--- src/rtl/traffic_light_ctrl_param.sv ---
// ---------------------------------------------------------------------------
// traffic_light_ctrl_param
//
// Two-road (main/side) traffic-light controller with parametrised phase
// times and tick rate. The phase order is
// MAIN_GREEN -> MAIN_YEL -> SIDE_GREEN -> SIDE_YEL -> MAIN_GREEN.
// A side-road request is captured sticky and clamps the remaining main
// green down to MIN_GREEN_T. The ticks left in the current phase are shown
// on an active-low 7-segment digit.
//
// Optional feature, enabled by defining NIGHT_FLASH_EN:
//   Adds the 'night' input and a FLASH state. In FLASH both yellows blink
//   once per tick. The default build has neither the port nor the state.
//
// Ports:
//   clk      in   1      system clock, all logic on posedge
//   rst      in   1      synchronous, active-high reset
//   request  in   1      side-road request, level or single-cycle pulse
//   night    in   1      night-flash select (NIGHT_FLASH_EN builds only)
//   light    out  6      {main G, main Y, main R, side G, side Y, side R}
//   phase    out  2      0=MAIN_GREEN 1=MAIN_YEL 2=SIDE_GREEN 3=SIDE_YEL
//   remain   out  CNT_W  ticks left in the current phase, current included
//   sevseg   out  8      [6:0] active-low segments g..a of hex(remain[3:0]),
//                        [7] decimal point, held off (1)
// ---------------------------------------------------------------------------
module traffic_light_ctrl_param #(
   parameter int TICK_DIV     = 50_000_000,
   parameter int CNT_W        = 4,
   parameter int MAIN_GREEN_T = 10,
   parameter int MAIN_YEL_T   = 2,
   parameter int SIDE_GREEN_T = 5,
   parameter int SIDE_YEL_T   = 2,
   parameter int MIN_GREEN_T  = 5
) (
   input  logic             clk,
   input  logic             rst,
   input  logic             request,
`ifdef NIGHT_FLASH_EN
   input  logic             night,
`endif
   output logic [5:0]       light,
   output logic [1:0]       phase,
   output logic [CNT_W-1:0] remain,
   output logic [7:0]       sevseg
);

   localparam int TICK_W = (TICK_DIV > 1) ? $clog2(TICK_DIV) : 1;
   localparam logic [TICK_W-1:0] TICK_LAST = TICK_W'(TICK_DIV - 1);

   // A phase time of 0 would make the phase vanish. It is loaded as 1 so
   // that every phase is visible for at least one tick.
   localparam logic [CNT_W-1:0] MAIN_GREEN_LD = (MAIN_GREEN_T < 1) ? CNT_W'(1) : CNT_W'(MAIN_GREEN_T);
   localparam logic [CNT_W-1:0] MAIN_YEL_LD   = (MAIN_YEL_T   < 1) ? CNT_W'(1) : CNT_W'(MAIN_YEL_T);
   localparam logic [CNT_W-1:0] SIDE_GREEN_LD = (SIDE_GREEN_T < 1) ? CNT_W'(1) : CNT_W'(SIDE_GREEN_T);
   localparam logic [CNT_W-1:0] SIDE_YEL_LD   = (SIDE_YEL_T   < 1) ? CNT_W'(1) : CNT_W'(SIDE_YEL_T);
   localparam logic [CNT_W-1:0] MIN_GREEN_LD  = CNT_W'(MIN_GREEN_T);

   localparam logic [5:0] LIGHT_MAIN_GREEN = 6'b100001;
   localparam logic [5:0] LIGHT_MAIN_YEL   = 6'b010001;
   localparam logic [5:0] LIGHT_SIDE_GREEN = 6'b001100;
   localparam logic [5:0] LIGHT_SIDE_YEL   = 6'b001010;
   localparam logic [5:0] LIGHT_FLASH_ON   = 6'b010010;
   localparam logic [5:0] LIGHT_DARK       = 6'b000000;

`ifdef NIGHT_FLASH_EN
   typedef enum logic [2:0] {
      ST_MAIN_GREEN = 3'd0,
      ST_MAIN_YEL   = 3'd1,
      ST_SIDE_GREEN = 3'd2,
      ST_SIDE_YEL   = 3'd3,
      ST_FLASH      = 3'd4
   } ctrlState_t;
`else
   typedef enum logic [1:0] {
      ST_MAIN_GREEN = 2'd0,
      ST_MAIN_YEL   = 2'd1,
      ST_SIDE_GREEN = 2'd2,
      ST_SIDE_YEL   = 2'd3
   } ctrlState_t;
`endif

   ctrlState_t       state;
   ctrlState_t       stateNext;
   logic [TICK_W-1:0] tickCnt;
   logic             tick;
   logic             reqLat;
   logic             reqLatNext;
   logic             reqNow;
   logic             enterSide;
   logic             nightReq;
   logic             inFlash;
   logic [CNT_W-1:0] remainNext;
   logic [5:0]       lightNext;

   // Active-low hex font for the 7-segment digit, segment order g..a.
   function automatic logic [6:0] hexSegments(input logic [3:0] digit);
      logic [6:0] seg;
      case (digit)
         4'h0:    seg = 7'b1000000;
         4'h1:    seg = 7'b1111001;
         4'h2:    seg = 7'b0100100;
         4'h3:    seg = 7'b0110000;
         4'h4:    seg = 7'b0011001;
         4'h5:    seg = 7'b0010010;
         4'h6:    seg = 7'b0000010;
         4'h7:    seg = 7'b1111000;
         4'h8:    seg = 7'b0000000;
         4'h9:    seg = 7'b0010000;
         4'hA:    seg = 7'b0001000;
         4'hB:    seg = 7'b0000011;
         4'hC:    seg = 7'b1000110;
         4'hD:    seg = 7'b0100001;
         4'hE:    seg = 7'b0000110;
         default: seg = 7'b0001110;
      endcase
      return seg;
   endfunction

   assign tick = (tickCnt == TICK_LAST);

   // A request arriving in the same cycle as a tick must already count for
   // that tick's decision, so the live input is merged with the latch.
   assign reqNow = reqLat | request;

`ifdef NIGHT_FLASH_EN
   assign nightReq = night;
   assign inFlash  = (state == ST_FLASH);
`else
   assign nightReq = 1'b0;
   assign inFlash  = 1'b0;
`endif

   // Tick prescaler: free-running divider. It yields a one-cycle tick
   // every TICK_DIV clocks, the first one TICK_DIV cycles after reset.
   always_ff @(posedge clk) begin
      if (rst) begin
         tickCnt <= '0;
      end else if (tick) begin
         tickCnt <= '0;
      end else begin
         tickCnt <= tickCnt + TICK_W'(1);
      end
   end

   // Next-state and datapath decisions. Between ticks everything holds,
   // apart from request capture. On a tick, night mode has priority. Then
   // come the end-of-phase advance, the main-green clamp, and finally the
   // ordinary countdown. The clamp only pulls remain down, never up, so a
   // late request in a short main green has no effect.
   always_comb begin
      stateNext  = state;
      remainNext = remain;
      lightNext  = light;
      enterSide  = 1'b0;
      if (tick) begin
         if (nightReq) begin
`ifdef NIGHT_FLASH_EN
            stateNext = ST_FLASH;
`endif
            remainNext = '0;
            lightNext  = (inFlash && (light == LIGHT_FLASH_ON)) ? LIGHT_DARK : LIGHT_FLASH_ON;
         end else if (inFlash) begin
            stateNext  = ST_MAIN_GREEN;
            remainNext = MAIN_GREEN_LD;
            lightNext  = LIGHT_MAIN_GREEN;
         end else if (remain <= CNT_W'(1)) begin
            case (state)
               ST_MAIN_GREEN: begin
                  stateNext  = ST_MAIN_YEL;
                  remainNext = MAIN_YEL_LD;
                  lightNext  = LIGHT_MAIN_YEL;
               end
               ST_MAIN_YEL: begin
                  stateNext  = ST_SIDE_GREEN;
                  remainNext = SIDE_GREEN_LD;
                  lightNext  = LIGHT_SIDE_GREEN;
                  enterSide  = 1'b1;
               end
               ST_SIDE_GREEN: begin
                  stateNext  = ST_SIDE_YEL;
                  remainNext = SIDE_YEL_LD;
                  lightNext  = LIGHT_SIDE_YEL;
               end
               default: begin
                  stateNext  = ST_MAIN_GREEN;
                  remainNext = MAIN_GREEN_LD;
                  lightNext  = LIGHT_MAIN_GREEN;
               end
            endcase
         end else if ((state == ST_MAIN_GREEN) && reqNow && (remain > MIN_GREEN_LD)) begin
            remainNext = MIN_GREEN_LD;
         end else begin
            remainNext = remain - CNT_W'(1);
         end
      end
      reqLatNext = enterSide ? 1'b0 : reqNow;
   end

   // FSM state register. Reset always restarts in MAIN_GREEN.
   always_ff @(posedge clk) begin
      if (rst) begin
         state <= ST_MAIN_GREEN;
      end else begin
         state <= stateNext;
      end
   end

   // Datapath registers. light is updated on the same edge as the state.
   // sevseg follows remain one clock later and is blanked by reset.
   always_ff @(posedge clk) begin
      if (rst) begin
         remain <= MAIN_GREEN_LD;
         light  <= LIGHT_MAIN_GREEN;
         reqLat <= 1'b0;
         sevseg <= 8'hFF;
      end else begin
         remain <= remainNext;
         light  <= lightNext;
         reqLat <= reqLatNext;
         sevseg <= {1'b1, hexSegments(4'(remain))};
      end
   end

   // Externally visible phase number. FLASH reports itself as the
   // main-yellow phase.
   always_comb begin
      phase = 2'(state);
      if (inFlash) begin
         phase = 2'd1;
      end
   end

endmodule

--- config.mk ---
export PLATFORM = sky130hd
export DESIGN_NAME = traffic_light_ctrl_param
export DESIGN_NICKNAME = d
export VERILOG_FILES = /design/src/rtl/traffic_light_ctrl_param.sv
export SDC_FILE = /design/constraint.sdc
export NUM_CORES = 1
export LEC_CHECK = 0
export BUFFER_PORTS_ARGS = -buffer_cell sky130_fd_sc_hd__buf_2
export CAP_MARGIN = 10
export CORE_ASPECT_RATIO = 1.2
export CORE_MARGIN = 3
export CORE_UTILIZATION = 38
export CTS_CLUSTER_DIAMETER = 100
export DETAILED_ROUTE_END_ITERATION = 10
export SETUP_SLACK_MARGIN = 0.3
export SKIP_LAST_GASP = 1
export SLEW_MARGIN = 20
export SYNTH_ARGS = -nofsm -noshare
export SYNTH_HDL_FRONTEND = slang
export SYNTH_SLANG_ARGS = --single-unit
export TNS_END_PERCENT = 50
--- constraint.sdc ---
create_clock -name clk -period 2.2 [get_ports clk]
set_input_delay 0.44 -clock clk [delete_from_list [all_inputs] [get_ports clk]]
set_output_delay 0.44 -clock clk [all_outputs]
set_load 0.02 [all_outputs]
==> impl_metrics.tcl, run 1 <==
set metrics [dict create \
    grt_start_max_net_pins 27 \
    cp_data_required_time_ps 2390 \
    holdBufCountCts 0 \
    dp_hpwl_um 3110 \
    synthFlopType "dfxtp_1" \
    async_flop_share 0 \
    final_hold_viol_count 0 \
    ctsHtreeMaxLevel 2 \
    critPathCaptureType "flop" \
    ys_top_cells_by_count "dfxtp_1, nor2_1, nand2_1, xnor2_1" \
    path_cells "nor4b_4 > nand4_1 > nor3_4 > o21ai_0 > a211o_1" \
    fp.dieH_um 90.9 \
    num-fill-cells 581 \
    die_w_um 76.8 \
    clock_insertion_delay_worst_skew_ps 290 \
    drcViolationCount 0 \
    run_status "completed" \
    initial_core_util 0.398 \
    finalCriticalPeriod_ps 1740 \
    fin_crit_sh 0.791 \
    yosysWarnings 0 \
    path_max_fanout 7 \
    cts_tree "done" \
    path_clk_slew_ps 80 \
    grt_antenna_before_repair 0 \
    rsz0062_at_grt "yes" \
    ys_top_cells_by_area "dfxtp_1, nor2_1, ha_1, xnor2_1, xor2_1" \
    syn_area_mm2 0.00228 \
    synth_cells 262 \
    maxCapViolCount 0 \
    setup_viol 0 \
    ys_seq_elements 45 \
    ir_drop_mv 0.242 \
    drtPass1Iterations 4 \
    synth_edf_count 0 \
    p_leak_nw 0.981 \
    synth_top_area_frac 0.395 \
    avgRoutedWirePerCell_um 11.8 \
    skew_ps 4.79 \
    tns_ps 0 \
    yosysSeqAreaShare 0.395 \
    yosysMostFrequentCell "dfxtp_1" \
    start_kind "flop" \
    synth_top_area_cell "dfxtp_1" \
    num_rows 30 \
    max_freq_mhz 574 \
    routed_wl_um 4310 \
    cp.arrival_ps 1930 \
    syn-num-nets 277 \
    drt_iter0_markers 80 \
    nNetsFinal 302 \
    cts_buffers 5 \
    hold_class "reg2reg" \
    cts_root_buf "clkbuf_8" \
    finalMaxSlewViolations 0 \
    power_mw 1.39 \
    syn_avg_cell_area_um2 8.72 \
    antenna_left 0 \
    via_per_inst 4.87 \
    clock-sinks 45 \
    grt_usage 0.134 \
    gp_congestion 0.815 \
    p_per_area_mw_per_mm2 532 \
    max_stage_delay_ps 400 \
    area_delta_synth_final_pct 14.6 \
    grt_pass1_vias 1702 \
    grt.overflow.total 0 \
    drive_gt1_frac 0.174 \
    n_antenna_cell 0 \
    ioPinCount 23 \
    max-clock-path-buffers 2 \
    yosys.cell_types.count 44 \
    die_area_mm2 0.00698 \
    core_area_mm2 0.00574 \
    path_class "reg2reg" \
    cp_slowest_cell "nor4b_4" \
    grt_pass1_wl_um 7730 \
    vias 1788 \
    io_buffers 21 \
]
worst paths after layout:
kind / start / endpoint / slack (ps) / depth (start not counted)
max: tickCnt[11]$_SDFF_PP0_ / remain[3]$_SDFFE_PP1N_ / 460 / 5
min: tickCnt[0]$_SDFF_PP0_ / tickCnt[0]$_SDFF_PP0_ / 430 / 1
max reg2reg: tickCnt[11]$_SDFF_PP0_ / remain[3]$_SDFFE_PP1N_ / 460 / 5
min reg2reg: tickCnt[0]$_SDFF_PP0_ / tickCnt[0]$_SDFF_PP0_ / 430 / 1
stage by stage:
| stage | util | setup WS (ps) | hold slack (ps) | area [um^2] | cells |
|---|---|---|---|---|---|
| floorplan | - | 341 | 418 | 2290 | 262 |
| global placement | 0.431 | 248 | 431 | 2470 | 357 |
| detailed placement | 0.431 | 211 | 444 | 2470 | 357 |
| CTS | 0.449 | 336 | 427 | 2580 | 365 |
| global route | 0.456 | 206 | 447 | 2620 | 367 |
| finish | 0.456 | 459 | 428 | 2620 | 367 |
area by class of cell:
| class | count | area [um^2] | area share |
|---|---|---|---|
| Clock buffer | 7 | 86.3 | 0.0330 |
| Inverter | 12 | 45.0 | 0.0172 |
| Multi-Input combinational cell | 192 | 1290 | 0.492 |
| Sequential cell | 45 | 905 | 0.346 |
| Tap cell | 80 | 100 | 0.0382 |
| Timing Repair Buffer | 31 | 193 | 0.0736 |
worst max-delay path, delay by kind of cell, from the launching register on:
kind             cells  cell delay [ps]
AND/OR/NAND/NOR      3              840
AO/OA/AOI/OAI        2              400
flip-flops           1              390
sequential cells by signal (all words and copies together) (netlist names):
name and count:
light 6, phase 1, remain 4, reqLat 1, sevseg 7, tickCnt 26
routing by layer:
metal,GRT usage,vias to the layer above,part of all wire
met2,0.228,29,0.50
met4,0.0544,0,0.015
li1,-,947,-
met3,0.0259,5,0.035
met5,0,-,0
met1,0.163,807,0.45
cells in the final DEF, fill, tap and decap left out, types with 6 or more instances in the layout:
cell type / synthesis / routed
nand4_1: 9 / 9
mux2i_1: 6 / 6
inv_1: 12 / 12
nand3_1: 12 / 12
ha_1: 12 / 11
nor3_1: 7 / 7
dfxtp_1: 45 / 42
nor2_1: 42 / 42
buf_4: 2 / 9
xnor2_1: 15 / 15
buf_2: 3 / 21
xor2_1: 8 / 8
clkbuf_8: 0 / 6
o21ai_0: 12 / 12
nand2_1: 18 / 18
timing repair:
item	CTS	global route
gates cloned	0	0
setup buffers	1	2
setup endpoints to repair	7	18
endpoints found under the hold margin	0	0
pin swaps	1	3
resized for setup	0	6
logic make-up (layout without fill, tap and decap cells):
| family | count (synthesis) | after routing | share of synthesized area |
|---|---|---|---|
| buf+inv | 25 | 50 | 0.0493 |
| mux | 6 | 6 | 0.0263 |
| xor+xnor | 23 | 23 | 0.0882 |
| other cells | 1 | 1 | 0.00164 |
| compound gates | 37 | 37 | 0.106 |
| fa+ha+maj | 12 | 12 | 0.0658 |
| flops | 45 | 45 | 0.395 |
| simple gates | 113 | 113 | 0.268 |
report_power, final:
part,switching [mW],total (mW),internal [mW]
Combinational,0.0349,0.0518,0.0170
Clock,0.260,0.510,0.249
Sequential,0.00517,0.831,0.826
Power figures use the tool's default switching activity.
==> run 2, diff against run 1 <==
ABC_AREA = 1   (was unset)
clock period = 1.45 ns   (was 2.2 ns; I/O delays follow)
==> run 2 against run 1 <==
Effect of this change: design area up 29%; synthesized area up 15%; setup slack worse by 410 ps; critical path type unchanged; sequential power up 52%; combinational power up 110%; routed wire length up 56%; utilization up 6.0 points; first-iteration DRC count up 80%; critical path depth up 3; flip-flop and latch count unchanged; clock skew up 11 ps; largest power group unchanged.
==> impl_metrics.tcl, run 2 <==
set metrics [dict create \
    ctsHtreeMaxLevel 2 \
    max-slew-margin-rel 0.617 \
    drcViolationCount 0 \
    pwr-share-seq 0.554 \
    routed_wl_um 6710 \
    ys_top_cells_by_count "nand2_1, nor2_1, dfxtp_1, inv_1, nand3_1" \
    grt.overflow.total 0 \
    drive_gt1_frac 0.347 \
    n_antenna_cell 0 \
    avgRoutedWirePerCell_um 12.9 \
    syn-num-nets 391 \
    syn_avg_cell_area_um2 7.00 \
    start_kind "flop" \
    num_rows 32 \
    cts_tree "done" \
    fin_crit_sh 0.966 \
    cts_root_buf "clkbuf_8" \
    ir_drop_mv 0.397 \
    fp.dieH_um 97.2 \
    top_regs "tickCnt (26), sevseg (7), light (6)" \
    ys_seq_elements 45 \
    max-clock-path-buffers 2 \
    run_status "completed" \
    finalMaxSlewViolations 0 \
    power_mw 2.27 \
    met3_length_um 269 \
    grt_antenna_before_repair 0 \
    gp_congestion 0.888 \
    final_cell_mix "nand2_1, nor2_1, buf_4" \
    vias 2597 \
    ys_top_cells_by_area "dfxtp_1, nand2_1, nor2_1, inv_1, ha_1" \
    grt_pass1_vias 2498 \
    skew_ps 15.7 \
    clock-sinks 45 \
    async_flop_share 0 \
    final_hold_viol_count 0 \
    netSwitchingFraction 0.240 \
    die_w_um 82 \
    top_layer "met4" \
    num-fill-cells 660 \
    hold_depth 2 \
    yosysWarnings 0 \
    die_area_mm2 0.00797 \
    yosys.cell_types.count 38 \
    timing.final.ws_setup_ps 48.6 \
    drt-met1-wl_um 2850 \
    rsz0062_at_grt "yes" \
    cp.arrival_ps 1600 \
    nNetsFinal 449 \
    io_buffers 21 \
    p_int_mw 1.73 \
    via_per_inst 4.99 \
    cts_buffers 5 \
    path_max_fanout 8 \
    p_sw_uw 544 \
    p_per_area_mw_per_mm2 671 \
    critPathCaptureType "flop" \
    regMostFlops "tickCnt" \
    area_delta_synth_final_pct 28.6 \
    yosysSeqAreaShare 0.342 \
    core_area_mm2 0.00657 \
    path_clk_slew_ps 90 \
    yosysMostFrequentCell "nand2_1" \
    clock_insertion_delay_worst_skew_ps 310 \
    hold_class "in2reg" \
    synth_edf_count 0 \
    layout_commonest_cell "nand2_1" \
    ioPinCount 23 \
    largest_reg_flops 26 \
    grt_pass1_wl_um 11500 \
    routed-wl-met2_um 3400 \
    place_ws_ps -56.4 \
    grt_start_max_net_pins 15 \
    drt_iter0_markers 144 \
    drtPass1Iterations 5 \
    worst_slew_pin_slew_ps 574 \
    grt_usage 0.183 \
    synth_top_area_cell "dfxtp_1" \
    dp_hpwl_um 5010 \
    clkPwrFrac 0.398 \
    cp_data_required_time_ps 1650 \
    finalCriticalPeriod_ps 1400 \
    maxCapViolCount 0 \
    reg2reg_depth 8 \
    setup_viol 0 \
    synth_top_area_frac 0.342 \
    p_leak_nw 1.37 \
    max_freq_mhz 714 \
    whs_ps 266 \
    antenna_left 0 \
    path_class "reg2reg" \
    initial_core_util 0.401 \
    p_comb_frac 0.047 \
    syn_area_mm2 0.00263 \
    synth_cells 376 \
    synthFlopType "dfxtp_1" \
]
-- run 2: changes by cell type after synthesis, moves of 6 or more --
cell	before	now
mux2i_1	6	0
inv_1	12	43
nor2_2	0	6
nand2_1	18	93
clkbuf_1	7	1
a21oi_2	0	10
nand2_2	0	6
a21oi_1	4	14
xnor2_1	15	3
nand3_1	12	23
nor2_1	42	57
-- run 2: metal layers --
metal / track usage / up-vias
met5: 0 / -
met4: 0.0767 / 0
met3: 0.0269 / 15
met2: 0.309 / 62
met1: 0.225 / 1219
li1: - / 1301
-- run 2: worst paths after layout --
path	start	endpoint	slack (ps)
hold reg to reg	light[4]$_SDFFE_PP0P_	light[4]$_SDFFE_PP0P_	470
setup / recovery	tickCnt[1]$_SDFF_PP0_	remain[1]$_SDFFE_PP1N_	50
hold / removal	rst	light[1]$_SDFFE_PP0P_	270
setup reg to reg	tickCnt[1]$_SDFF_PP0_	remain[1]$_SDFFE_PP1N_	50
-- run 2: timing repair --
item / CTS / global route
cloned: 1 / 0
buffers inserted: 5 / 0
resized for setup: 14 / 26
pin swaps: 8 / 7
setup endpoints to repair: 51 / 53
hold buffers: 0 / 0
hold endpoints to repair: 0 / 0
-- run 2: cell families after synthesis --
kind of cell             Yosys count  share of synthesized area
adder cells (fa/ha/maj)           12                     0.0570
buffers and inverters             55                     0.0903
AND/OR/NAND/NOR                  214                      0.384
flip-flops                        45                      0.342
XOR/XNOR                           7                     0.0233
AO/OA/AOI/OAI                     42                      0.102
other                              1                    0.00142
-- run 2: power by group through the flow --
| stage | logic, mW | registers, mW | clock network, mW |
|---|---|---|---|
| 3_5_place_dp | 0.0954 | 1.29 | 0 |
| 6_report | 0.108 | 1.26 | 0.905 |
| 4_1_cts | 0.107 | 1.26 | 0.924 |
| 3_3_place_gp | 0.0942 | 1.29 | 0 |
| 2_1_floorplan | 0.0627 | 1.30 | 0 |
| 5_1_grt | 0.118 | 1.26 | 0.985 |
-- run 2: per-stage QoR --
stage                     cell area, um^2  utilization  std cells  TNS, ps
final                                3390        0.516        520        0
after global routing                 3390        0.516        520     -223
after CTS                            3320        0.505        520        0
after detailed placement             3100        0.473        506     -562
after global placement               3100        0.473        506     -121
after floorplan                      2720            -        376        0
-- run 2: layout make-up --
cell class | count | area, um^2 | area share
Clock buffer | 7 | 96.3 | 0.0284
Clock inverter | 1 | 8.76 | 0.00259
Inverter | 46 | 181 | 0.0536
Multi-Input combinational cell | 277 | 1680 | 0.496
Sequential cell | 45 | 922 | 0.272
Tap cell | 85 | 106 | 0.0314
Timing Repair Buffer | 59 | 390 | 0.115
-- run 2: worst max-delay path, stage by stage (launching register included) --
cell and delay, ps:
dfxtp_2 360, ha_4 150, nand2_4 70, nor2_8 140, nand2_4 90, nor2_4 140
nand2_8 120, a21oi_2 140, o21ai_1 80
